File: config.mk
export PLATFORM = sky130hd
export DESIGN_NAME = pwm_duty_decoder
export DESIGN_NICKNAME = d
export VERILOG_FILES = /design/src/rtl/pwm_duty_decoder_pkg.sv /design/src/rtl/pwm_restoring_divider.sv /design/src/rtl/pwm_duty_decoder.sv
export SDC_FILE = /design/constraint.sdc
export NUM_CORES = 1
export LEC_CHECK = 0
export ABC_CLOCK_PERIOD_IN_PS = 2750
export CORE_MARGIN = 1.5
export CORE_UTILIZATION = 45
export CTS_CLUSTER_SIZE = 40
export DETAILED_ROUTE_END_ITERATION = 16
export MAX_ROUTING_LAYER = met4
export PLACE_DENSITY = 0.74
export SLEW_MARGIN = 20
export SYNTH_ARGS = -nofsm -noshare
export SYNTH_HDL_FRONTEND = slang
export SYNTH_SLANG_ARGS = --single-unit
File: constraint.sdc
create_clock -name clk_i -period 2.75 [get_ports clk_i]
set_clock_uncertainty 0.1 [all_clocks]
set_input_delay 0.275 -clock clk_i [delete_from_list [all_inputs] [get_ports clk_i]]
set_output_delay 0.275 -clock clk_i [all_outputs]
set_load 0.005 [all_outputs]
File: src/rtl/pwm_duty_decoder_pkg.sv
// pwm_duty_decoder_pkg: default widths and measurement FSM states
package pwm_duty_decoder_pkg;
    localparam int ADC_BITWIDTH_DEF = 4;
    localparam int CNT_BITWIDTH_DEF = 8;
    typedef enum logic {IDLE, COUNT} state_e;
endpackage

File: src/rtl/pwm_restoring_divider.sv
// pwm_restoring_divider: unsigned restoring divider producing one quotient bit per clock
module pwm_restoring_divider #(
    parameter int QW = 5,
    parameter int DW = 8
) (
    input  logic             clk_i,
    input  logic             rst_i,
    input  logic             start_i,
    input  logic [DW+QW-2:0] dividend_i,
    input  logic [DW-1:0]    divisor_i,
    output logic             busy_o,
    output logic             done_o,
    output logic [QW-1:0]    quotient_o
);
    localparam int CW = $clog2(QW + 1);
    logic [DW-1:0] rem_q, rem_d, div_q, div_d, diff;
    logic [QW-1:0] shf_q, shf_d;
    logic [QW-2:0] quo_q, quo_d;
    logic [CW-1:0] cnt_q, cnt_d;
    logic          busy_q, busy_d, fits;
    logic [DW:0]   trial;
    // upper dividend bits are below the divisor, so only QW steps are needed
    always_comb begin
        trial      = {rem_q, shf_q[QW-1]};
        fits       = trial >= {1'b0, div_q};
        diff       = trial[DW-1:0] - div_q;
        quotient_o = {quo_q, fits};
        done_o     = busy_q && cnt_q == CW'(1);
        busy_o     = busy_q;
        rem_d      = rem_q;
        div_d      = div_q;
        shf_d      = shf_q;
        quo_d      = quo_q;
        cnt_d      = cnt_q;
        busy_d     = busy_q;
        if (start_i && !busy_q) begin
            rem_d  = DW'(dividend_i[DW+QW-2:QW]);
            shf_d  = dividend_i[QW-1:0];
            div_d  = divisor_i;
            quo_d  = '0;
            cnt_d  = CW'(QW);
            busy_d = 1'b1;
        end else if (busy_q) begin
            rem_d  = fits ? diff : trial[DW-1:0];
            shf_d  = shf_q << 1;
            quo_d  = quotient_o[QW-2:0];
            cnt_d  = cnt_q - CW'(1);
            busy_d = cnt_q != CW'(1);
        end
    end
    always_ff @(posedge clk_i) begin
        if (rst_i) begin
            rem_q  <= '0;
            div_q  <= '0;
            shf_q  <= '0;
            quo_q  <= '0;
            cnt_q  <= '0;
            busy_q <= 1'b0;
        end else begin
            rem_q  <= rem_d;
            div_q  <= div_d;
            shf_q  <= shf_d;
            quo_q  <= quo_d;
            cnt_q  <= cnt_d;
            busy_q <= busy_d;
        end
    end
endmodule

File: src/rtl/pwm_duty_decoder.sv
// pwm_duty_decoder: measures PWM period/high time in enabled samples and publishes the duty value
module pwm_duty_decoder
    import pwm_duty_decoder_pkg::*;
#(
    parameter int ADC_BITWIDTH = ADC_BITWIDTH_DEF,
    parameter int CNT_BITWIDTH = CNT_BITWIDTH_DEF
) (
    input  logic                    clk_i,
    input  logic                    rst_i,
    input  logic                    clk_en_i,
    input  logic                    PWM_pin_i,
    output logic [ADC_BITWIDTH-1:0] duty_value_o,
    output logic [CNT_BITWIDTH-1:0] period_value_o,
    output logic                    dataVaild_STRB_o,
    output logic                    stuck_o
);
    localparam logic [CNT_BITWIDTH-1:0] TO_CNT = {{(CNT_BITWIDTH-1){1'b1}}, 1'b0};
    state_e                  state_q, state_d;
    logic                    sync1_q, sync2_q, s_q, s_d, s_d_q, s_d_d;
    logic [CNT_BITWIDTH-1:0] period_cnt_q, period_cnt_d, high_cnt_q, high_cnt_d;
    logic [CNT_BITWIDTH-1:0] cap_period_q, cap_period_d, period_q, period_d;
    logic [ADC_BITWIDTH-1:0] duty_q, duty_d;
    logic                    stuck_q, stuck_d, strobe_q, strobe_d;
    logic                    to_pend_q, to_pend_d, to_lvl_q, to_lvl_d;
    logic                    rise, in_count, timeout, start, div_busy, div_done;
    logic [ADC_BITWIDTH:0]   quot;
    pwm_restoring_divider #(.QW(ADC_BITWIDTH + 1), .DW(CNT_BITWIDTH)) u_div (
        .clk_i      (clk_i),
        .rst_i      (rst_i),
        .start_i    (start),
        .dividend_i ({high_cnt_q, {ADC_BITWIDTH{1'b0}}}),
        .divisor_i  (cap_period_d),
        .busy_o     (div_busy),
        .done_o     (div_done),
        .quotient_o (quot)
    );
    always_comb begin
        rise         = clk_en_i & s_q & ~s_d_q;
        in_count     = state_q == COUNT;
        timeout      = in_count & clk_en_i & ~rise & (period_cnt_q == TO_CNT);
        start        = in_count & rise & ~div_busy;
        s_d          = clk_en_i ? sync2_q : s_q;
        s_d_d        = clk_en_i ? s_q : s_d_q;
        state_d      = (state_q == IDLE && rise) ? COUNT : state_q;
        cap_period_d = start ? period_cnt_q : cap_period_q;
        period_cnt_d = period_cnt_q;
        high_cnt_d   = high_cnt_q;
        if (rise) begin
            period_cnt_d = CNT_BITWIDTH'(1);
            high_cnt_d   = CNT_BITWIDTH'(1);
        end else if (timeout) begin
            period_cnt_d = '0;
            high_cnt_d   = '0;
        end else if (in_count && clk_en_i) begin
            period_cnt_d = period_cnt_q + CNT_BITWIDTH'(1);
            high_cnt_d   = high_cnt_q + CNT_BITWIDTH'(s_q);
        end
        duty_d    = duty_q;
        period_d  = period_q;
        stuck_d   = stuck_q;
        strobe_d  = 1'b0;
        to_pend_d = 1'b0;
        to_lvl_d  = timeout ? s_q : to_lvl_q;
        // a timeout coinciding with divider completion is deferred by one cycle
        if (div_done) begin
            duty_d    = quot[ADC_BITWIDTH] ? '1 : quot[ADC_BITWIDTH-1:0];
            period_d  = cap_period_q;
            stuck_d   = 1'b0;
            strobe_d  = 1'b1;
            to_pend_d = timeout;
        end else if (timeout || to_pend_q) begin
            duty_d   = {ADC_BITWIDTH{timeout ? s_q : to_lvl_q}};
            period_d = '1;
            stuck_d  = 1'b1;
            strobe_d = 1'b1;
        end
    end
    always_ff @(posedge clk_i) begin
        if (rst_i) begin
            state_q      <= IDLE;
            sync1_q      <= 1'b0;
            sync2_q      <= 1'b0;
            s_q          <= 1'b0;
            s_d_q        <= 1'b0;
            period_cnt_q <= '0;
            high_cnt_q   <= '0;
            cap_period_q <= '0;
            duty_q       <= '0;
            period_q     <= '0;
            stuck_q      <= 1'b0;
            strobe_q     <= 1'b0;
            to_pend_q    <= 1'b0;
            to_lvl_q     <= 1'b0;
        end else begin
            state_q      <= state_d;
            sync1_q      <= PWM_pin_i;
            sync2_q      <= sync1_q;
            s_q          <= s_d;
            s_d_q        <= s_d_d;
            period_cnt_q <= period_cnt_d;
            high_cnt_q   <= high_cnt_d;
            cap_period_q <= cap_period_d;
            duty_q       <= duty_d;
            period_q     <= period_d;
            stuck_q      <= stuck_d;
            strobe_q     <= strobe_d;
            to_pend_q    <= to_pend_d;
            to_lvl_q     <= to_lvl_d;
        end
    end
    assign duty_value_o     = duty_q;
    assign period_value_o   = period_q;
    assign dataVaild_STRB_o = strobe_q;
    assign stuck_o          = stuck_q;
endmodule

### Word-level counts from Yosys, hierarchy flattened

Cells that the tools add are included.

* $add $sub $neg: 4
* bitwise gates (word level): 12
* equality and inequality tests: 3
* $lt $le $gt $ge: 1
* reductions and logical operators: 13
* muxes and demuxes: 24

Operators with widths (number)
* 8-bit 2-to-1 mux: 4
* 7-bit 2-to-1 mux: 2
* 4-bit 2-to-1 mux: 3
* 1-bit 2-to-1 mux: 11
* 5-bit 2-to-1 mux: 2
* 9-bit by 8-bit >= comparator with 1-bit output: 1
* 8-bit by 1-bit adder with 8-bit output: 1
* 8-bit by 1-bit adder with 8-bit output (second input constant): 1
* 8-bit == test (second input constant): 1
* 8-bit subtractor: 1
* 1-bit AND: 7
* 3-bit 2-to-1 mux: 2
* 2-bit OR reduction: 3
* 1-bit NOT: 5
* 1-bit logical AND: 4
* 2-bit nonzero test: 2
* 3-bit by 1-bit == test with 1-bit output (second input constant): 1
* 3-bit by 1-bit inequality test with 1-bit output (second input constant): 1
* 3-bit nonzero test: 1
* 3-bit OR reduction: 1
* 3-bit by 1-bit subtractor with 3-bit output (second input constant): 1
* 1-bit zero test: 1
* 1-bit logical OR: 1

* output and inout bits: 14
* register bits: 70
* input port bits: 4

### Longest topological paths before layout

Gate-level depths: netlist (run 1).

* depth in word-level cells: 8
* depth in mapped cells: 9

### Hierarchy

Synthesis (run 1) repeated with hierarchy kept, for this count alone.

* cells, all modules: 419
* area total of the unflattened synthesis: 3621.0 µm²

Modules (own cells, without submodules)
* pwm_duty_decoder: cells an instance 198, seq. area each 900.9 µm², instances 1, area an instance 1866.8 µm²
* pwm_restoring_divider: cells an instance 221, seq. area each 580.6 µm², instances 1, area an instance 1754.2 µm²

### Worst setup path after synthesis (run 1)

No wires, ideal clock.

* kind: register -> register
* start point: reg u_div.div_q[1]
* end point: reg u_div.rem_q[3]
* library setup time: 0.133 ns
* data arrival time: 1.890 ns
* path buffers: 1
* setup slack: 0.628 ns
* cell stages (with the launch flop): 9
* cell sequence: dfxtp_1 inv_1 ha_1 nor2b_1 o311a_1 nor3_2 buf_2 mux2i_1 a21oi_1

* cells in the longest elaborated chain, start to end: 4
* elaborated cells between the ends (all ways): 5
* classes of those cells: 1 x add/sub; 1 x order compare; 3 x mux

Ends and longest elaborated chain
* start, declared: line pwm_restoring_divider.sv:16 `logic [DW-1:0] rem_q, rem_d, div_q, div_d, diff;`
* start signal, assigned: line pwm_restoring_divider.sv:61 `div_q <= div_d;`
* 8-bit subtractor / 9-bit by 8-bit >= comparator with 1-bit output (equally long branches): line pwm_restoring_divider.sv:26, pwm_restoring_divider.sv:25
* 8-bit 2-to-1 mux *: line pwm_restoring_divider.sv:44 `rem_d = fits ? diff : trial[DW-1:0];`
* 7-bit 2-to-1 mux *: line pwm_restoring_divider.sv:43 `end else if (busy_q) begin`
* 7-bit 2-to-1 mux *: line pwm_restoring_divider.sv:36 `if (start_i && !busy_q) begin`
* end signal, assigned: line pwm_restoring_divider.sv:60 `rem_q <= rem_d;`
* end, declared: line pwm_restoring_divider.sv:16

Every way passes the cells marked *; elsewhere a longest branch is shown, timed or not. The select of a mux whose other input is x is not followed.
A chain may end at the register's enable or synchronous reset.

### Final worst setup path (run 1)

* start point: reg u_div.div_q[6]
* end point: reg u_div.rem_q[6]

The elaborated chain is that of the path after synthesis.

==> summary.txt, run 1 <==
Setup path
  – Max incr delay on CP: 0.39 ns
  – Buf/Inv on CP: 2
  – Critical-path top delay cell: dfxtp_1
  – Worst EP required: 2.93 ns
  – Worst endpoint data arrival time: 2.51 ns
  – Startpoint Class: flop
  – CP Max Fanout: 8
  – Reg-to-reg setup timing slack: 0.42 ns
  – Endpoint class of the critical path: flop
  – Critical path class: flop to flop
  – Critical path's top delay family: simple AND/OR/NAND/NOR gates
  – Crit-path cells: inv_1 -> ha_1 -> and3_1 -> a21boi_0 -> nor3_2 -> buf_4 -> or3_1 -> a31oi_1

Drt
  – Post-DR vias/cell: 5.62
  – DRC errors left: 0
  – Drt total wl: 6.91 mm
  – WL per Instance: 15.3 microns
  – Routed via count: 2,548
  – Iter 0 DRT Violations: 273
  – DR pass1 iterations: 4
  – Routed Antenna Nets: 0

Clock network
  – Latest clock arrival within the worst-skew pair: 0.35 ns
  – Clk slew on worst S/H paths: 0.07 ns
  – Clock Path Buffers: 2
  – CTS buffer count: 9
  – TritonCTS clock tree: yes
  – Post-cts resize count: 0
  – Clock root cell: clkbuf_8
  – Sink Count: 70
  – H-tree Lvls: 3
  – Hold_buf cts: 0
  – Post-CTS Setup Inserts: 0

Logic synthesis
  – Post-synth EDFFs: 0
  – Cell count after synthesis: 347
  – Synth warn: 0
  – Synthesized Nets: 366
  – Synth top area share: 0.446
  – Syn avg cell area: 9.05 sq um
  – Synth Register Bits: 70
  – Main area contributors after synthesis: dfxtp_1, ha_1, nand2_1
  – Synth Cell Area: 3140 sq um
  – Synth async-reset ratio: 0
  – Synth cell types: 50
  – Xor-xnor portion of the synthesized cell area: 0.0335
  – Post-Synth Adder-Cell Area: 0.0622
  – Compound-Gate Fraction of Synth Area: 0.193
  – Synth Area in Simple Gates: 0.189
  – Cell taking the most area after synthesis: dfxtp_1
  – Largest family of logic cells by synthesized area: compound AO/OA/AOI/OAI gates
  – Post-synthesis mux area share: 0.0323
  – Top_reg_cell synth: dfxtp_1
  – Post-synthesis sequential area ratio: 0.446

Floorplan
  – IO Pins: 18
  – Cell Rows: 30
  – Initial Util: 0.465
  – Die Footprint: 7490 sq um
  – Core Area: 6760 sq um
  – Die X: 86.5 microns
  – Die height: 86.5 microns

Placement
  – Pre-CTS WS: 0.335 ns
  – RePlAce Congestion: 0.873
  – Dpl hpwl: 4.94 mm
  – PortBufs: 17

Timing
  – Fmax: 0.429 GHz
  – # setup viols final: 0
  – RSZ-0062 raised after global routing: no
  – Hold Fails Final Rpt: 0
  – Final setup margin: 0.422 ns
  – Least-Margin Pin Slew: 0.491 ns
  – Fin crit period: 2.33 ns
  – Post-route clock period utilization: 0.847
  – Slew HR: 0.672
  – Max-slew violations: 0
  – Final setup TNS: 0 ns

Power
  – Leakage: 1.30 nW
  – Peak VDD IR: 0.383 mV
  – PD cells: 546 nW/um^2

Global route
  – Initial antenna violation count: 0
  – Total GRT Usage: 0.210
  – Largest net degree at the start of global routing: 40
  – Grt ovf: 0
  – Vias in the first global route: 2,431
  – First-pass GRT wire length: 11.7 mm

Layout
  – Share of cells above drive strength 1: 0.107
  – NumNets Final: 387
  – Area Growth Syn to Fin: 16.0%
  – ANT cells: 0
  – Fin util: 0.539

Run
  – Max-cap violations: 0

Outcome
  – Status: finished clean

Min path
  – Hold WC Path Type: flop to flop
[stage by stage]
step                      cell area (sq um)  hold WS [ns]  power, mW  cells
after floorplan                        3140         0.303       1.06    347
after global placement                 3420         0.335       1.08    437
after detailed placement               3420         0.342       1.08    437
after CTS                              3640         0.353       2.00    453
after global routing                   3640         0.361       2.05    453
final                                  3640         0.352       1.99    453
[synthesized netlist by cell type (9+ instances only)]
library cell	count
mux2i_1	9
ha_1	14
a21oi_1	30
clkbuf_1	13
a211oi_1	11
inv_1	17
nor2_1	27
nand2_1	42
dfxtp_1	70
xor2_1	10
o21ai_0	11
[power by group]
part           leakage (nW)  switching, mW  internal (mW)
registers             0.564        0.00309           1.02
logic                 0.628         0.0252         0.0128
clock network         0.110          0.395          0.537
[worst reg2reg max path: cells and delay by family (launching register included)]
| kind | cells | cell delay (ns) |
|---|---|---|
| DFF | 1 | 0.39 |
| AOI/OAI and AO/OA | 2 | 0.50 |
| and+or+nand+nor | 3 | 0.65 |
| adders and majority gates | 1 | 0.38 |
| buffers and inverters | 2 | 0.25 |
[layer usage]
metal	vias to the layer above	wire, microns	GRT usage
li1	1294	-	-
met1	1187	3210	0.272
met4	0	144	0.0880
met3	14	316	0.0438
met2	53	3240	0.320
met5	-	0	-
[placed cells by master (no fill, tap or decap), types with 2 or more instances in the layout]
cell type	instances
a211oi_1	11
a21o_1	2
a21oi_1	30
a22oi_1	2
a311oi_1	3
a31oi_1	2
and2_1	2
and3_1	4
and3b_1	2
buf_4	11
bufinv_16	2
clkbuf_8	10
clkdlybuf4s50_1	17
dfxtp_1	70
ha_1	14
inv_1	17
mux2i_1	9
nand2_1	42
nand3_1	5
nand3b_1	3
nand4_1	8
nor2_1	27
nor2b_1	3
nor3_1	6
o21a_1	2
o21ai_0	11
o221a_2	8
o221ai_1	4
o32ai_1	2
or3_1	8
xnor2_1	2
xor2_1	10
[kinds of logic (layout without fill, tap and decap cells)]
| kind of cell | after synthesis | in the layout |
|---|---|---|
| simple gates | 118 | 118 |
| compound gates | 87 | 87 |
| flops | 70 | 70 |
| buf+inv | 35 | 61 |
| fa+ha+maj | 15 | 15 |
| xor+xnor | 12 | 12 |
| mux | 10 | 10 |
[final cells by class]
class / instances / area [sq um]
fill: 617 / 3120
multi-input combinational: 242 / 1600
sequential: 70 / 1400
timing repair buffer: 28 / 253
clock buffer: 11 / 141
tap: 80 / 100
clock inverter: 5 / 81.3
inverter: 17 / 63.8
[final timing paths]
kind	startpoint	end	cells after the start
worst max-delay path	u_div.div_q[6]$_SDFFE_PP0P_	u_div.rem_q[6]$_SDFFE_PP0P_	8
worst min-delay path	to_lvl_q$_SDFF_PP0_	to_lvl_q$_SDFF_PP0_	2
worst max register to register	u_div.div_q[6]$_SDFFE_PP0P_	u_div.rem_q[6]$_SDFFE_PP0P_	8
worst min register to register	to_lvl_q$_SDFF_PP0_	to_lvl_q$_SDFF_PP0_	2
[registers in the layout, indices dropped and copies added (netlist names)]
signal and cells:
s_d_q 1, to_lvl_q 1, stuck_o 1, sync2_q 1, in_count 1, u_div.busy_o 1
s_q 1, dataVaild_STRB_o 1, cap_period_q 8, duty_value_o 4, u_div.cnt_q 3, u_div.shf_q 1
u_div.quo_q 4, u_div.div_q 8, u_div.rem_q 8, sync1_q 1, period_value_o 8, high_cnt_q 8
to_pend_q 1, period_cnt_q 8
No activity file was read; power rests on OpenSTA's default activity.
==> inputs of run 2 (changes only) <==
ABC_CLOCK_PERIOD_IN_PS = 2320   (was 2750)
clock period = 2.32 ns   (was 2.75 ns; I/O delays follow)
==> run 2 against run 1 <==
Net effect:
- count of clock-buffer cells in the layout unchanged
- register-to-register slack worse by 0.34 ns
- highest routed layer unchanged
- critical endpoint is now u_div.rem_q[0]$_SDFFE_PP0P_
- setup slack worse by 0.34 ns
- sequential power is 19% higher
- global-route usage grew 0.45 points
- utilization grew 1.1 points
==> summary.txt, run 2 (synthesis results as in run 1) <==
Timing
  – Hold Fails Final Rpt: 0 (unchanged)
  – Fmax: 0.447 GHz (was 0.429 GHz)
  – Slew HR: 0.619 (was 0.672)
  – Post-route clock period utilization: 0.963 (was 0.847)
  – Max-slew violations: 0 (unchanged)
  – Fin crit period: 2.24 ns (was 2.33 ns)
  – Final setup TNS: 0 ns (unchanged)
  – RSZ-0062 raised after global routing: no (unchanged)
  – Least-Margin Pin Slew: 0.570 ns (was 0.491 ns)
  – # setup viols final: 0 (unchanged)

Setup path
  – CP Max Fanout: 6 (was 8)
  – Max incr delay on CP: 0.36 ns (was 0.39 ns)
  – Worst endpoint data arrival time: 2.39 ns (was 2.51 ns)
  – Endpoint class of the critical path: flop (unchanged)
  – Critical path class: flop to flop (unchanged)
  – Buf/Inv on CP: 2 (unchanged)
  – Worst EP required: 2.47 ns (was 2.93 ns)
  – Crit-path cells: inv_1 -> ha_1 -> a21oi_1 -> o21ai_0 -> nor3_2 -> buf_6 -> mux2_2 -> o32ai_1 (was inv_1 -> ha_1 -> and3_1 -> a21boi_0 -> nor3_2 -> buf_4 -> or3_1 -> a31oi_1)
  – Critical path's top delay family: compound AO/OA/AOI/OAI gates (was simple AND/OR/NAND/NOR gates)
  – Critical-path top delay cell: ha_1 (was dfxtp_1)
  – Startpoint Class: flop (unchanged)

Floorplan
  – Die Footprint: 7490 sq um (unchanged)
  – Core Area: 6760 sq um (unchanged)
  – Initial Util: 0.465 (unchanged)
  – IO Pins: 18 (unchanged)
  – Cell Rows: 30 (unchanged)
  – Die X: 86.5 microns (unchanged)
  – Die height: 86.5 microns (unchanged)

Global route
  – First-pass GRT wire length: 12.0 mm (was 11.7 mm)
  – Vias in the first global route: 2,530 (was 2,431)
  – Initial antenna violation count: 0 (unchanged)
  – Total GRT Usage: 0.214 (was 0.210)
  – Largest net degree at the start of global routing: 40 (unchanged)
  – Grt ovf: 0 (unchanged)

Clock network
  – Sink Count: 70 (unchanged)
  – Clock root cell: clkbuf_8 (unchanged)
  – Latest clock arrival within the worst-skew pair: 0.34 ns (was 0.35 ns)
  – TritonCTS clock tree: yes (unchanged)
  – Clock Path Buffers: 2 (unchanged)
  – H-tree Lvls: 3 (unchanged)
  – CTS buffer count: 9 (unchanged)
  – Clk slew on worst S/H paths: 0.07 ns (about the same)

Layout
  – ANT cells: 0 (unchanged)
  – Area Growth Syn to Fin: 18.4% (was 16.0%)
  – Fill count: 595 (was 617)
  – Commonest non-fill, non-tap cell in the layout: dfxtp_1 (unchanged)
  – Share of cells above drive strength 1: 0.141 (was 0.107)
  – NumNets Final: 399 (was 387)
  – Most frequent cells in the layout: dfxtp_1, nand2_1, a21oi_1 (unchanged)
  – Final cell count without fillers: 464 (was 453)

Drt
  – DR pass1 iterations: 6 (was 4)
  – Post-DR vias/cell: 5.75 (was 5.62)
  – WL per Instance: 15.5 microns (was 15.3 microns)
  – DRC errors left: 0 (unchanged)
  – Iter 0 DRT Violations: 209 (was 273)
  – Drt total wl: 7.19 mm (was 6.91 mm)
  – Routed via count: 2,667 (was 2,548)
  – Routed Antenna Nets: 0 (unchanged)

Outcome
  – Status: finished clean (unchanged)

Power
  – Peak VDD IR: 0.284 mV (was 0.383 mV)
  – Leakage: 1.36 nW (was 1.30 nW)
  – PD cells: 595 nW/um^2 (was 546 nW/um^2)

Placement
  – RePlAce Congestion: 0.870 (was 0.873)
  – PortBufs: 17 (unchanged)
  – Dpl cells: 446 (was 437)
  – Dpl hpwl: 5.09 mm (was 4.94 mm)

Run
  – Max-cap violations: 0 (unchanged)

Min path
  – Hold WC Path Type: primary input to flop (was flop to flop)
run 2: cell types whose count changed in the layout (fill, tap and decap cells not counted):
cell and delta:
buf_12 +1, buf_6 +1, buf_4 +9, dfxtp_1 -2, a21boi_0 -1, buf_2 +1
inv_6 -1, clkinv_2 +1, bufinv_16 -1, a21boi_2 +1, dfxtp_2 +2
run 2: layer usage:
| metal | vias up | global-route usage | routed length [microns] |
|---|---|---|---|
| met5 | - | - | 0 |
| met4 | 0 | 0.0865 | 153 |
| met3 | 22 | 0.0524 | 402 |
| met2 | 78 | 0.341 | 3390 |
| met1 | 1252 | 0.262 | 3250 |
| li1 | 1315 | - | - |
run 2: worst paths after layout:
check / from / depth (start not counted) / endpoint / slack, ns
min reg2reg: to_lvl_q$_SDFF_PP0_ / 2 / to_lvl_q$_SDFF_PP0_ / 0.35
max: u_div.div_q[6]$_SDFFE_PP0P_ / 8 / u_div.rem_q[0]$_SDFFE_PP0P_ / 0.08
max reg2reg: u_div.div_q[6]$_SDFFE_PP0P_ / 8 / u_div.rem_q[0]$_SDFFE_PP0P_ / 0.08
min: PWM_pin_i / 2 / sync1_q$_SDFF_PP0_ / 0.35
run 2: final cells by class:
cell class	instances	area (sq um)	area share
Clock inverter	4	47.5	0.0128
Clock buffer	11	141	0.0380
Multi-Input combinational cell	242	1600	0.432
Timing Repair Buffer	40	357	0.0959
Inverter	17	63.8	0.0172
Sequential cell	70	1400	0.378
Tap cell	80	100	0.0269
run 2: per-stage QoR:
step	total power, mW	utilization	hold WS, ns	instance area, sq um	setup slack, ns
floorplan	1.26	-	0.260	3140	0.198
global placement	1.28	0.518	0.327	3500	0.0681
detailed placement	1.28	0.518	0.336	3500	0.0943
CTS	2.23	0.546	0.337	3690	0.0629
global route	2.29	0.550	0.357	3720	0.0326
finish	2.21	0.550	0.345	3720	0.0848
run 2: power breakdown:
group	internal [mW]	leakage, nW	switching, mW
Sequential	1.20	0.565	0.00277
Combinational	0.0186	0.699	0.0318
Clock	0.516	0.0952	0.438
Total	1.74	1.36	0.473
run 2: what timing repair did:
| item | in CTS | in global routing |
|---|---|---|
| hold buffers | 0 | 0 |
| buffers inserted | 0 | 2 |
| resized for setup | 0 | 5 |
| setup endpoints to repair | 0 | 3 |
| hold endpoints to repair | 0 | 0 |
